==> config.mk <==
export PLATFORM = sky130hd
export DESIGN_NAME = seq_detector_param_flat
export DESIGN_NICKNAME = d
export VERILOG_FILES = /design/src/rtl/seq_detector_param_if.sv /design/src/rtl/seq_detector_param.sv /design/src/flat_wrapper.sv
export SDC_FILE = /design/constraint.sdc
export NUM_CORES = 1
export LEC_CHECK = 0
export BUFFER_PORTS_ARGS = -buffer_cell sky130_fd_sc_hd__buf_2
export CORE_MARGIN = 3
export CORE_UTILIZATION = 49
export DETAILED_ROUTE_END_ITERATION = 6
export GPL_ROUTABILITY_DRIVEN = 1
export GPL_TIMING_DRIVEN = 0
export PLACE_DENSITY = 0.71
export SYNTH_ARGS = -nofsm -noshare
export SYNTH_HDL_FRONTEND = slang
export SYNTH_SLANG_ARGS = --single-unit
==> constraint.sdc <==
create_clock -name CLK -period 1.95 [get_ports CLK]
set_input_delay 0.2925 -clock CLK [delete_from_list [all_inputs] [get_ports CLK]]
set_output_delay 0.2925 -clock CLK [all_outputs]
set_load 0.005 [all_outputs]
==> src/rtl/seq_detector_param_if.sv <==
//------------------------------------------------------------------------------
// Module      : seq_detector_param_if
// Description : Sample/control inputs and registered status outputs of the
//               serial pattern detector.
// Revision    : 1.0 - initial release
//------------------------------------------------------------------------------
`default_nettype none

interface seq_detector_param_if #(
    parameter int PAT_W = 4,
    parameter int CNT_W = 8
) ();
    logic                         En;
    logic                         Clr;
    logic                         In1;
    logic                         Out1;
    logic [CNT_W-1:0]             Match_cnt;
    logic [$clog2(PAT_W+1)-1:0]   Prog;

    modport master (
        output En, Clr, In1,
        input  Out1, Match_cnt, Prog
    );

    modport slave (
        input  En, Clr, In1,
        output Out1, Match_cnt, Prog
    );
endinterface

`default_nettype wire

==> src/rtl/seq_detector_param.sv <==
//------------------------------------------------------------------------------
// Module      : seq_detector_param
// Description : KMP-automaton serial pattern detector (MSB first) with
//               overlap option, sample enable and saturating match counter.
// Revision    : 1.0 - initial release
//------------------------------------------------------------------------------
`default_nettype none

module seq_detector_param #(
    parameter int               PAT_W   = 4,
    parameter logic [PAT_W-1:0] PATTERN = 4'b1011,
    parameter bit               OVERLAP = 1'b1,
    parameter int               CNT_W   = 8
) (
    input  wire logic             CLK,
    input  wire logic             RST,
    seq_detector_param_if.slave   bus
);

    localparam int c_PROG_W = $clog2(PAT_W + 1);
    localparam int c_NSTATE = 2 ** c_PROG_W;

    // Bit i of the pattern in arrival order (i = 0 is received first).
    function automatic logic f_pbit(input int i);
        logic [PAT_W-1:0] v;
        v = PATTERN >> (PAT_W - 1 - i);
        return v[0];
    endfunction

    // Longest suffix of (prefix[0..s-1], b) that is a prefix of PATTERN.
    function automatic int f_next(input int s, input logic b);
        int   res;
        bit   found;
        bit   ok;
        int   idx;
        logic tbit;
        res   = 0;
        found = 1'b0;
        for (int k = s + 1; k >= 1; k--) begin
            if (!found) begin
                ok = 1'b1;
                for (int j = 0; j < k; j++) begin
                    idx  = s + 1 - k + j;
                    tbit = (idx == s) ? b : f_pbit(idx);
                    if (tbit != f_pbit(j)) ok = 1'b0;
                end
                if (ok) begin
                    found = 1'b1;
                    res   = k;
                end
            end
        end
        return res;
    endfunction

    // Longest proper border of the whole pattern.
    function automatic int f_fail();
        int res;
        bit found;
        bit ok;
        res   = 0;
        found = 1'b0;
        for (int k = PAT_W - 1; k >= 1; k--) begin
            if (!found) begin
                ok = 1'b1;
                for (int j = 0; j < k; j++) begin
                    if (f_pbit(PAT_W - k + j) != f_pbit(j)) ok = 1'b0;
                end
                if (ok) begin
                    found = 1'b1;
                    res   = k;
                end
            end
        end
        return res;
    endfunction

    localparam int                  c_FAIL_INT = f_fail();
    localparam logic [c_PROG_W-1:0] c_S_IDLE   = '0;
    localparam logic [c_PROG_W-1:0] c_S_FULL   = c_PROG_W'(PAT_W);
    localparam logic [c_PROG_W-1:0] c_S_FAIL   = c_PROG_W'(c_FAIL_INT);
    localparam logic [c_PROG_W-1:0] c_S_RESTART = OVERLAP ? c_S_FAIL : c_S_IDLE;
    localparam logic [CNT_W-1:0]    c_CNT_MAX  = '1;

    generate
        if (PAT_W < 2 || PAT_W > 16) begin : g_bad_pat_w
            $error("seq_detector_param: PAT_W must be in 2..16");
        end
    endgenerate

    // Transition table, one entry per encodable state; unreachable codes pad to idle.
    logic [c_NSTATE-1:0][c_PROG_W-1:0] w_nxt0;
    logic [c_NSTATE-1:0][c_PROG_W-1:0] w_nxt1;

    generate
        for (genvar s = 0; s < c_NSTATE; s++) begin : g_tbl
            if (s < PAT_W) begin : g_live
                localparam int c_N0 = f_next(s, 1'b0);
                localparam int c_N1 = f_next(s, 1'b1);
                assign w_nxt0[s] = c_N0[c_PROG_W-1:0];
                assign w_nxt1[s] = c_N1[c_PROG_W-1:0];
            end else begin : g_pad
                assign w_nxt0[s] = c_S_IDLE;
                assign w_nxt1[s] = c_S_IDLE;
            end
        end
    endgenerate

    logic [c_PROG_W-1:0] r_state;
    logic                r_out1;
    logic [CNT_W-1:0]    r_cnt;

    logic [c_PROG_W-1:0] w_cand;
    logic [c_PROG_W-1:0] w_state_nx;
    logic                w_out1_nx;
    logic [CNT_W-1:0]    w_cnt_nx;

    always_ff @(posedge CLK or negedge RST) begin
        if (!RST) begin
            r_state <= c_S_IDLE;
            r_out1  <= 1'b0;
            r_cnt   <= '0;
        end else begin
            r_state <= w_state_nx;
            r_out1  <= w_out1_nx;
            r_cnt   <= w_cnt_nx;
        end
    end

    always_comb begin
        w_cand     = bus.In1 ? w_nxt1[r_state] : w_nxt0[r_state];
        w_state_nx = r_state;
        w_out1_nx  = 1'b0;
        w_cnt_nx   = r_cnt;
        if (bus.Clr) begin
            w_state_nx = c_S_IDLE;
            w_cnt_nx   = '0;
        end else if (bus.En) begin
            if (w_cand == c_S_FULL) begin
                w_state_nx = c_S_RESTART;
                w_out1_nx  = 1'b1;
                if (r_cnt != c_CNT_MAX) w_cnt_nx = r_cnt + 1'b1;
            end else begin
                w_state_nx = w_cand;
            end
        end
    end

    assign bus.Out1      = r_out1;
    assign bus.Match_cnt = r_cnt;
    assign bus.Prog      = r_state;

endmodule

`default_nettype wire
==> src/flat_wrapper.sv <==
// flat-port wrapper written by rule: the top's interface ports become plain ports
module seq_detector_param_flat 
#(
    parameter int               PAT_W   = 4,
    parameter logic [PAT_W-1:0] PATTERN = 4'b1011,
    parameter bit               OVERLAP = 1'b1,
    parameter int               CNT_W   = 8
)
  (CLK, RST, bus_En, bus_Clr, bus_In1, bus_Out1, bus_Match_cnt, bus_Prog);
  seq_detector_param_if #(.PAT_W(PAT_W), .CNT_W(CNT_W)) bus_i ();
  input  wire logic CLK;
  input  wire logic RST;
  input wire logic [$bits(bus_i.En)-1:0] bus_En;
  input wire logic [$bits(bus_i.Clr)-1:0] bus_Clr;
  input wire logic [$bits(bus_i.In1)-1:0] bus_In1;
  output wire logic [$bits(bus_i.Out1)-1:0] bus_Out1;
  output wire logic [$bits(bus_i.Match_cnt)-1:0] bus_Match_cnt;
  output wire logic [$bits(bus_i.Prog)-1:0] bus_Prog;
  assign bus_i.En = bus_En;
  assign bus_i.Clr = bus_Clr;
  assign bus_i.In1 = bus_In1;
  assign bus_Out1 = bus_i.Out1;
  assign bus_Match_cnt = bus_i.Match_cnt;
  assign bus_Prog = bus_i.Prog;
  seq_detector_param #(.PAT_W(PAT_W), .PATTERN(PATTERN), .OVERLAP(OVERLAP), .CNT_W(CNT_W)) u_core (.CLK(CLK), .RST(RST), .bus(bus_i));
endmodule
==> results.py, run 1 <==
metrics = {
    "final_layout": {
        "layout-drive-gt1-share_pct": 30.2,
        "diodes": 0,
        "instances_no_fill": 100,
        "nets": 94,
        "final_cell_mix": "buf_2, dfrtp_1, nor2_1, nor3_1",
        "areaGrowthSynthToFinish_pct": 20.0,
        "final_common_cell": "buf_2",
        "nFillCells": 100,
    },
    "sta": {
        "setup_tns_ns": 0,
        "fmax_mhz": 649,
        "final.period_utilization_pct": 79.0,
        "hold_violations": 0,
        "period_minus_slack_ns": 1.54,
        "worst_pin_slew_ns": 0.443,
        "whs_ns": 0.260,
        "clock_skew_ns": 0.000812,
        "grt_setup_unrepaired": "false",
        "max_slew_margin_pct": 70.4,
        "slew_viol_final": 0,
        "setup_viol": 0,
    },
    "hold_path": {
        "hp-start": "bus_En",
        "holdCritPathClass": "in -> reg",
    },
    "worst_setup_path": {
        "crit_path_end_kind": "register",
        "startpoint_type": "register",
        "critical-path-slowest-cell": "dfrtp_1",
        "reg2reg_setup_slack_ns": 0.41,
        "crit_path_start": "u_core.bus.Match_cnt[0]$_DFFE_PN0P_",
        "required_ns": 2.09,
        "slowest_delay_ns": 0.43,
        "r2r_start": "u_core.bus.Match_cnt[0]$_DFFE_PN0P_",
        "worst-path-buf-inv": 0,
        "path_cells": "ha_1 -> and3_1 -> and3_1 -> a31oi_1 -> nor3_1",
        "worst_path_dominant_cell_family": "simple AND/OR/NAND/NOR gates",
        "path_class": "reg -> reg",
        "crit_arrival_ns": 1.68,
        "worstPathMaxFanout": 8,
        "crit_path_frequent_cell": "and3_1",
    },
    "place": {
        "dp_hpwl_mm": 1.03,
        "place_congestion": 0.754,
        "port_buffers": 16,
        "dp_cells": 96,
    },
    "cts": {
        "root_buffer": "clkbuf_4",
        "clock_path_buffers": 2,
        "insertion_delay_ns": 0.27,
        "cts-buffers-inserted": 3,
        "numClockSinks": 12,
        "h-tree-depth": 1,
        "cts.clk_slew.worst_paths_ns": 0.08,
        "cts_tree": "done",
        "postCtsResizedCells": 0,
    },
    "floorplan": {
        "fp.dieH_um": 42.5,
        "dieArea_sq_um": 1800,
        "rows": 12,
        "core_sq_um": 1170,
        "ios": 17,
        "die_x_um": 42.5,
        "start_util_pct": 55.7,
    },
    "power": {
        "power_leakage_uw": 0.000383,
        "ir_worst_vdd_mv": 0.345,
        "netSwitchingPower_uw": 101,
        "p_clk_share_pct": 35.4,
        "p_int_uw": 333,
        "swShare_pct": 23.3,
        "pwr-share-seq_pct": 58.3,
        "powerDensity_nw_per_um2": 555,
        "pwr-share-comb_pct": 6.4,
    },
    "grt": {
        "use_met2_pct": 24.9,
        "grt-busiest-layer": "met2",
        "grt_max_degree": 13,
        "grt_util_met1_pct": 22.3,
        "grt_usage_pct": 16.5,
        "antenna_found_initial": 0,
        "grt_use_met3_pct": 2.58,
        "grt_pass1_vias": 510,
        "grt_pass1_wl_mm": 2.27,
        "overflow": 0,
    },
    "route": {
        "drt_first_pass_iters": 4,
        "viasPerCell": 5.63,
        "drc_errors": 0,
        "routed_wl_mm": 1.40,
        "antenna_left": 0,
        "routedWlPerCell_um": 14.0,
        "num_vias": 563,
        "drtIter0Drc": 9,
    },
    "synth": {
        "synth_edf_count": 0,
        "synth_area_sq_um": 652,
        "synth-seq-cells": 12,
        "ys_warn_count": 0,
        "ys_types": 26,
        "synth_area_per_cell_sq_um": 9.88,
        "async_flop_share_pct": 100,
        "synthCells": 66,
        "syn_nets": 72,
        "synth-main-ff-cell": "dfrtp_1",
        "ys_seq_area_share_pct": 46.1,
    },
    "flow_run": {
        "max_cap_viol_count": 0,
    },
    "run_status": {
        "status": "completed",
    },
}
==> state kept, by name, indices dropped and copies added (netlist names) <==
signal                cells
u_core.bus.Prog           3
u_core.bus.Out1           1
u_core.bus.Match_cnt      8
==> kinds of logic (layout without fill, tap and decap cells) <==
group | count (synthesis) | count (layout) | share of synthesized area, %
adder cells (fa/ha/maj) | 1 | 1 | 1.92
buffers and inverters | 3 | 23 | 1.73
AND/OR/NAND/NOR | 35 | 35 | 31.7
flip-flops | 12 | 12 | 46.1
multiplexers | 3 | 3 | 5.37
AO/OA/AOI/OAI | 12 | 12 | 13.2
==> metal layers <==
metal,share of wire (%),vias to the layer above
met5,0,-
met4,0.57,0
met3,3.3,2
met2,48,11
met1,48,265
li1,-,285
==> power groups by stage <==
stage,combinational [uW],sequential (uW),clock [uW]
after detailed placement,26.3,258,0
after global placement,25.4,258,0
after global routing,30.8,253,170
after CTS,27.8,253,158
after floorplan,10.3,258,0
final,27.6,253,153
==> per-stage QoR <==
step | setup WS (ns) | utilization, % | instance area, sq um | total power (uW)
floorplan | 0.525 | - | 652 | 268
global placement | 0.437 | 64.0 | 749 | 283
finish | 0.409 | 66.8 | 782 | 434
global route | 0.319 | 66.8 | 782 | 454
detailed placement | 0.427 | 64.0 | 749 | 284
CTS | 0.417 | 66.8 | 782 | 439
==> layout make-up <==
| type | instances | area, sq um | share of cell area (%) |
|---|---|---|---|
| inverters | 2 | 7.51 | 0.960 |
| well taps | 14 | 17.5 | 2.24 |
| repair buffers | 17 | 90.1 | 11.5 |
| clock buffers | 3 | 22.5 | 2.88 |
| plain buffers | 1 | 3.75 | 0.480 |
| flip-flops and latches | 12 | 300 | 38.4 |
| multi-input cells | 51 | 340 | 43.5 |
==> synthesized netlist by cell type (2+ instances only) <==
cell	instances	area, sq um
and3_1	2	12.5
nor3_1	6	30.0
nor2_1	6	22.5
and2b_1	2	15.0
and3_2	2	15.0
nand2b_1	3	18.8
mux2i_1	2	20.0
nand4_1	2	12.5
a21oi_1	4	20.0
dfrtp_1	12	300
nor3b_1	2	15.0
nand2_1	4	15.0
a31oi_1	4	25.0
nand3b_1	2	15.0
inv_1	2	7.51
==> repair_timing <==
item                      CTS  global route
hold buffers                1             0
hold endpoints to repair   12             0
setup buffers               0             0
==> worst paths after layout <==
check	endpoint	cells past startpoint
max reg2reg	u_core.bus.Match_cnt[6]$_DFFE_PN0P_	5
min reg2reg	u_core.bus.Match_cnt[4]$_DFFE_PN0P_	1
max in group asynchronous	u_core.bus.Match_cnt[1]$_DFFE_PN0P_	2
min in group asynchronous	u_core.bus.Match_cnt[5]$_DFFE_PN0P_	2
min	u_core.bus.Prog[2]$_DFFE_PN0P_	2
max	u_core.bus.Match_cnt[6]$_DFFE_PN0P_	5
Power figures use the tool's default switching activity.
==> run 2, diff against run 1 <==
==> constraint.sdc (replaced) <==
create_clock -name CLK -period 1.5 [get_ports CLK]
set_input_delay 0.225 -clock CLK [delete_from_list [all_inputs] [get_ports CLK]]
set_output_delay 0.225 -clock CLK [all_outputs]
set_load 0.005 [all_outputs]
==> run 2 against run 1 <==
Compared with the run above: sequential cell count stayed put; register-to-register slack lost 0.35 ns; die area unchanged; combinational power grew 32%; critical path depth down 1; clock power up 31%; non-clock buffer count unchanged; hold slack got worse by 0.069 ns; critical path type unchanged; highest routed layer unchanged.
==> results.py, run 2 (synthesis gave the netlist of run 1 again) <==
metrics = {
    "run_status": {
        "status": "completed",
    },
    "power": {
        "swShare_pct": 23.5,
        "p_clk_share_pct": 35.5,
        "netSwitchingPower_uw": 133,
        "p_int_uw": 433,
        "pwr-share-comb_pct": 6.5,
        "powerDensity_nw_per_um2": 709,
        "ir_worst_vdd_mv": 0.430,
        "power_leakage_uw": 0.000381,
        "pwr-share-seq_pct": 58.1,
    },
    "final_layout": {
        "instances_no_fill": 100,
        "final_cell_mix": "buf_2, dfrtp_1, nor2_1, nor3_1",
        "areaGrowthSynthToFinish_pct": 22.5,
        "final_common_cell": "buf_2",
        "largest_reg_flops": 8,
        "nFillCells": 97,
        "diodes": 0,
        "final_area_sq_um": 798,
        "nets": 94,
        "layout-drive-gt1-share_pct": 33.7,
    },
    "cts": {
        "numClockSinks": 12,
        "root_buffer": "clkbuf_4",
        "cts-buffers-inserted": 3,
        "cts.clk_slew.worst_paths_ns": 0.08,
        "clock_path_buffers": 2,
        "cts_tree": "done",
        "h-tree-depth": 1,
        "insertion_delay_ns": 0.27,
        "post-cts-setup-buffer-count": 0,
    },
    "route": {
        "routed_wl_mm": 1.39,
        "routedWlPerCell_um": 13.9,
        "num_vias": 572,
        "drtIter0Drc": 11,
        "viasPerCell": 5.72,
        "drt_first_pass_iters": 4,
        "drc_errors": 0,
        "antenna_left": 0,
    },
    "sta": {
        "worst_pin_slew_ns": 0.448,
        "hold_violations": 0,
        "grt_setup_unrepaired": "false",
        "max_slew_margin_pct": 70.2,
        "setup_tns_ns": 0,
        "final.period_utilization_pct": 96.0,
        "period_minus_slack_ns": 1.44,
        "slew_viol_final": 0,
        "clock_skew_ns": 0.00120,
        "whs_ns": 0.192,
        "fmax_mhz": 694,
        "setup_viol": 0,
    },
    "hold_path": {
        "holdCritPathClass": "in -> reg",
    },
    "grt": {
        "grt_usage_pct": 16.5,
        "grt_pass1_vias": 510,
        "overflow": 0,
        "grt_pass1_wl_mm": 2.27,
        "antenna_found_initial": 0,
        "grt_max_degree": 13,
    },
    "place": {
        "port_buffers": 16,
        "place_congestion": 0.754,
        "dp_hpwl_mm": 1.03,
        "place_area_sq_um": 749,
        "dp_cells": 96,
    },
    "worst_setup_path": {
        "startpoint_type": "register",
        "path_class": "reg -> reg",
        "worstPathMaxFanout": 6,
        "required_ns": 1.66,
        "crit_path_end_kind": "register",
        "crit_arrival_ns": 1.60,
    },
    "floorplan": {
        "ios": 17,
        "fp.dieH_um": 42.5,
        "dieArea_sq_um": 1800,
        "die_x_um": 42.5,
        "rows": 12,
        "start_util_pct": 55.7,
        "core_sq_um": 1170,
    },
    "flow_run": {
        "max_cap_viol_count": 0,
    },
}
run 2: final cells by class:
type | instances | area, sq um | area share, %
repair buffers | 17 | 90.1 | 11.3
well taps | 14 | 17.5 | 2.19
clock buffers | 3 | 22.5 | 2.82
multi-input cells | 51 | 357 | 44.7
flip-flops and latches | 12 | 300 | 37.6
inverters | 2 | 7.51 | 0.940
plain buffers | 1 | 3.75 | 0.470
run 2: layer usage:
metal  vias to the layer above  global-route usage [%]  wire (um)
met5                         -                       0          0
met3                         2                    2.58         60
met1                       270                    22.3        643
met4                         0                    9.32          9
li1                        284                       -          -
met2                        16                    24.9        680
run 2: power by group through the flow:
| stage | clock, uW | combinational, uW | sequential, uW |
|---|---|---|---|
| finish | 201 | 36.5 | 329 |
| CTS | 206 | 36.2 | 329 |
| global route | 221 | 40.7 | 329 |
| global placement | 0 | 33.0 | 335 |
| detailed placement | 0 | 34.1 | 335 |
| floorplan | 0 | 13.4 | 335 |
run 2: through the flow:
step / power (uW) / setup slack (ns) / util [%]
floorplan: 348 / 0.0753 / -
global placement: 368 / -0.0134 / 64.0
detailed placement: 369 / -0.0232 / 64.0
CTS: 570 / 0.0227 / 67.0
global route: 591 / 0.00908 / 68.2
finish: 566 / 0.0600 / 68.2
run 2: worst paths after layout:
check	from	slack [ns]	depth (start not counted)	endpoint
min in group asynchronous	RST	0.36	2	u_core.bus.Match_cnt[0]$_DFFE_PN0P_
max reg2reg	u_core.bus.Match_cnt[3]$_DFFE_PN0P_	0.06	4	u_core.bus.Match_cnt[0]$_DFFE_PN0P_
min	bus_En	0.19	2	u_core.bus.Prog[2]$_DFFE_PN0P_
max in group asynchronous	RST	0.92	2	u_core.bus.Match_cnt[7]$_DFFE_PN0P_
max	u_core.bus.Match_cnt[3]$_DFFE_PN0P_	0.06	4	u_core.bus.Match_cnt[0]$_DFFE_PN0P_
min reg2reg	u_core.bus.Match_cnt[4]$_DFFE_PN0P_	0.57	1	u_core.bus.Match_cnt[4]$_DFFE_PN0P_
run 2: timing repair:
item / 4_1_cts / 5_1_grt
cloned: 0 / 0
hold endpoints to repair: 12 / 0
setup endpoints to repair: 1 / 2
hold buffers: 1 / 0
pin swaps: 0 / 1
resized for setup: 1 / 3
run 2: critical path: stages (launching register included):
cell and delay [ns]:
dfrtp_1 0.43, and4_4 0.22, and2_4 0.17, a31oi_4 0.19, mux2_4 0.32
==> run 3, diff against run 2 <==
--- a/config.mk
+++ b/config.mk
@@ -12,6 +12,7 @@
 export GPL_ROUTABILITY_DRIVEN = 1
 export GPL_TIMING_DRIVEN = 0
 export PLACE_DENSITY = 0.71
+export REMOVE_ABC_BUFFERS = 1
 export SYNTH_ARGS = -nofsm -noshare
 export SYNTH_HDL_FRONTEND = slang
 export SYNTH_SLANG_ARGS = --single-unit
==> run 3 against run 2 <==
Compared with the run above: clock power is 2% lower; sequential share of layout area grew 0.14 points; routed wire length decreased by 4.5%; clock-buffer cell count unchanged; critical endpoint unchanged; fmax increased by 0.94%; utilization is 0.32 points higher; sequential power hardly changed; combinational power down 5%; via count fell by 4.0%; final cell count stayed put; non-clock buffer count did not move; critical path depth unchanged.
==> results.py, run 3 (synthesis gave the netlist of run 1 again) <==
metrics = {
    "run_status": {
        "status": "completed",
    },
    "worst_setup_path": {
        "crit_arrival_ns": 1.59,
        "path_cells": "and4_4 -> and2_4 -> a31oi_4 -> mux2_4",
        "slowest_delay_ns": 0.44,
        "timing.rr.end": "u_core.bus.Match_cnt[0]$_DFFE_PN0P_",
        "path_class": "reg -> reg",
        "critical-path-slowest-cell": "dfrtp_2",
        "worst_path_dominant_cell_family": "flip-flops",
        "r2r_start": "u_core.bus.Match_cnt[3]$_DFFE_PN0P_",
        "worstPathMaxFanout": 6,
        "required_ns": 1.66,
        "r2r.worst_path.cells": 4,
        "startpoint_type": "register",
        "reg2reg_setup_slack_ns": 0.07,
        "worst-path-buf-inv": 0,
        "crit_path_end_kind": "register",
    },
    "hold_path": {
        "holdPathEnd": "u_core.bus.Prog[2]$_DFFE_PN0P_",
        "hp-start": "bus_En",
        "holdCritPathClass": "in -> reg",
        "min_path_cells": 2,
    },
    "floorplan": {
        "die_x_um": 42.5,
        "ios": 17,
        "rows": 12,
        "core_sq_um": 1170,
        "dieArea_sq_um": 1800,
        "start_util_pct": 55.7,
        "fp.dieH_um": 42.5,
    },
    "grt": {
        "grt-busiest-layer": "met2",
        "grt_use_met3_pct": 7.73,
        "grt_pass1_vias": 508,
        "use_met2_pct": 26.1,
        "grt_usage_pct": 17.1,
        "overflow": 0,
        "grt_pass1_wl_mm": 2.33,
        "antenna_found_initial": 0,
        "grt_max_degree": 15,
        "grt_util_met1_pct": 22.1,
    },
    "place": {
        "place_congestion": 0.753,
        "port_buffers": 16,
        "place_area_sq_um": 746,
        "dp_hpwl_um": 970,
    },
    "sta": {
        "slew_viol_final": 0,
        "period_minus_slack_ns": 1.43,
        "worst_pin_slew_ns": 0.274,
        "final.period_utilization_pct": 95.1,
        "setup_tns_ns": 0,
        "fmax_mhz": 701,
        "max_slew_margin_pct": 81.6,
        "hold_violations": 0,
        "setup_viol": 0,
        "grt_setup_unrepaired": "false",
        "whs_ns": 0.180,
        "clock_skew_ns": 0.00370,
    },
    "power": {
        "ir_worst_vdd_mv": 0.524,
        "powerDensity_nw_per_um2": 697,
        "power_leakage_uw": 0.000381,
        "design_power_total_uw": 559,
    },
    "route": {
        "routed_wl_mm": 1.33,
        "routedWlPerCell_um": 13.3,
        "antenna_left": 0,
        "viasPerCell": 5.49,
        "drt_first_pass_iters": 4,
        "drtIter0Drc": 3,
        "num_vias": 549,
        "drc_errors": 0,
    },
    "final_layout": {
        "diodes": 0,
        "layout-drive-gt1-share_pct": 36.0,
        "final_common_cell": "buf_2",
        "final_area_sq_um": 802,
        "final_cell_mix": "buf_2, dfrtp_1, nor2_1, nor3_1",
        "largest_reg_flops": 8,
        "nets": 94,
        "areaGrowthSynthToFinish_pct": 23.0,
    },
    "cts": {
        "h-tree-depth": 1,
        "cts_tree": "done",
        "clock_path_buffers": 2,
        "root_buffer": "clkbuf_4",
        "cts-buffers-inserted": 3,
        "numClockSinks": 12,
        "insertion_delay_ns": 0.27,
        "cts.clk_slew.worst_paths_ns": 0.07,
    },
    "flow_run": {
        "max_cap_viol_count": 0,
    },
}
-- run 3: worst max-delay path by stage --
stage / startpoint / end / slack (ns) / depth (start not counted)
after floorplan: u_core.bus.Match_cnt[0]$_DFFE_PN0P_ / u_core.bus.Match_cnt[6]$_DFFE_PN0P_ / 0.09 / 5
after global placement: u_core.bus.Match_cnt[0]$_DFFE_PN0P_ / u_core.bus.Match_cnt[6]$_DFFE_PN0P_ / 0.0005 / 5
after detailed placement: u_core.bus.Match_cnt[0]$_DFFE_PN0P_ / u_core.bus.Match_cnt[6]$_DFFE_PN0P_ / -0.008 / 5
after CTS: u_core.bus.Prog[2]$_DFFE_PN0P_ / u_core.bus.Match_cnt[0]$_DFFE_PN0P_ / 0.02 / 4
after global routing: u_core.bus.Match_cnt[2]$_DFFE_PN0P_ / u_core.bus.Match_cnt[3]$_DFFE_PN0P_ / 0.0009 / 4
final: u_core.bus.Match_cnt[3]$_DFFE_PN0P_ / u_core.bus.Match_cnt[0]$_DFFE_PN0P_ / 0.07 / 4
-- run 3: routing by layer --
metal  share of wire, %  vias to the layer above
met2                 45                       18
met1                 47                      247
met3                6.9                        4
met5                  0                        -
met4                1.4                        0
li1                   -                      280
-- run 3: timing repair --
| action | CTS | global route |
|---|---|---|
| resized for setup | 1 | 4 |
| buffers inserted | 0 | 1 |
| endpoints found under the hold margin | 12 | 0 |
| hold buffers | 1 | 0 |
| setup endpoints to repair | 1 | 3 |
| gates cloned | 0 | 0 |
-- run 3: final cells by class --
| cell class | instances | area [sq um] |
|---|---|---|
| clock buffer | 3 | 22.5 |
| tap | 14 | 17.5 |
| inverter | 2 | 7.51 |
| multi-input combinational | 51 | 354 |
| fill | 91 | 369 |
| sequential | 12 | 303 |
| timing repair buffer | 18 | 97.6 |
-- run 3: power by group --
part           internal, uW  switching (uW)  leakage, uW  total, uW
registers               326            2.88     0.000164        329
logic                  14.0            20.7     0.000204       34.7
clock network          93.1             103    0.0000138        196
total                   433             127     0.000381        559
-- run 3: through the flow --
stage                     worst slack (ns)  instances  utilization (%)
after floorplan                     0.0866         65                -
final                               0.0735        100             68.5
after detailed placement          -0.00825         95             63.7
after global routing              0.000900        100             68.5
after CTS                           0.0239         99             66.7
after global placement            0.000476         95             63.7
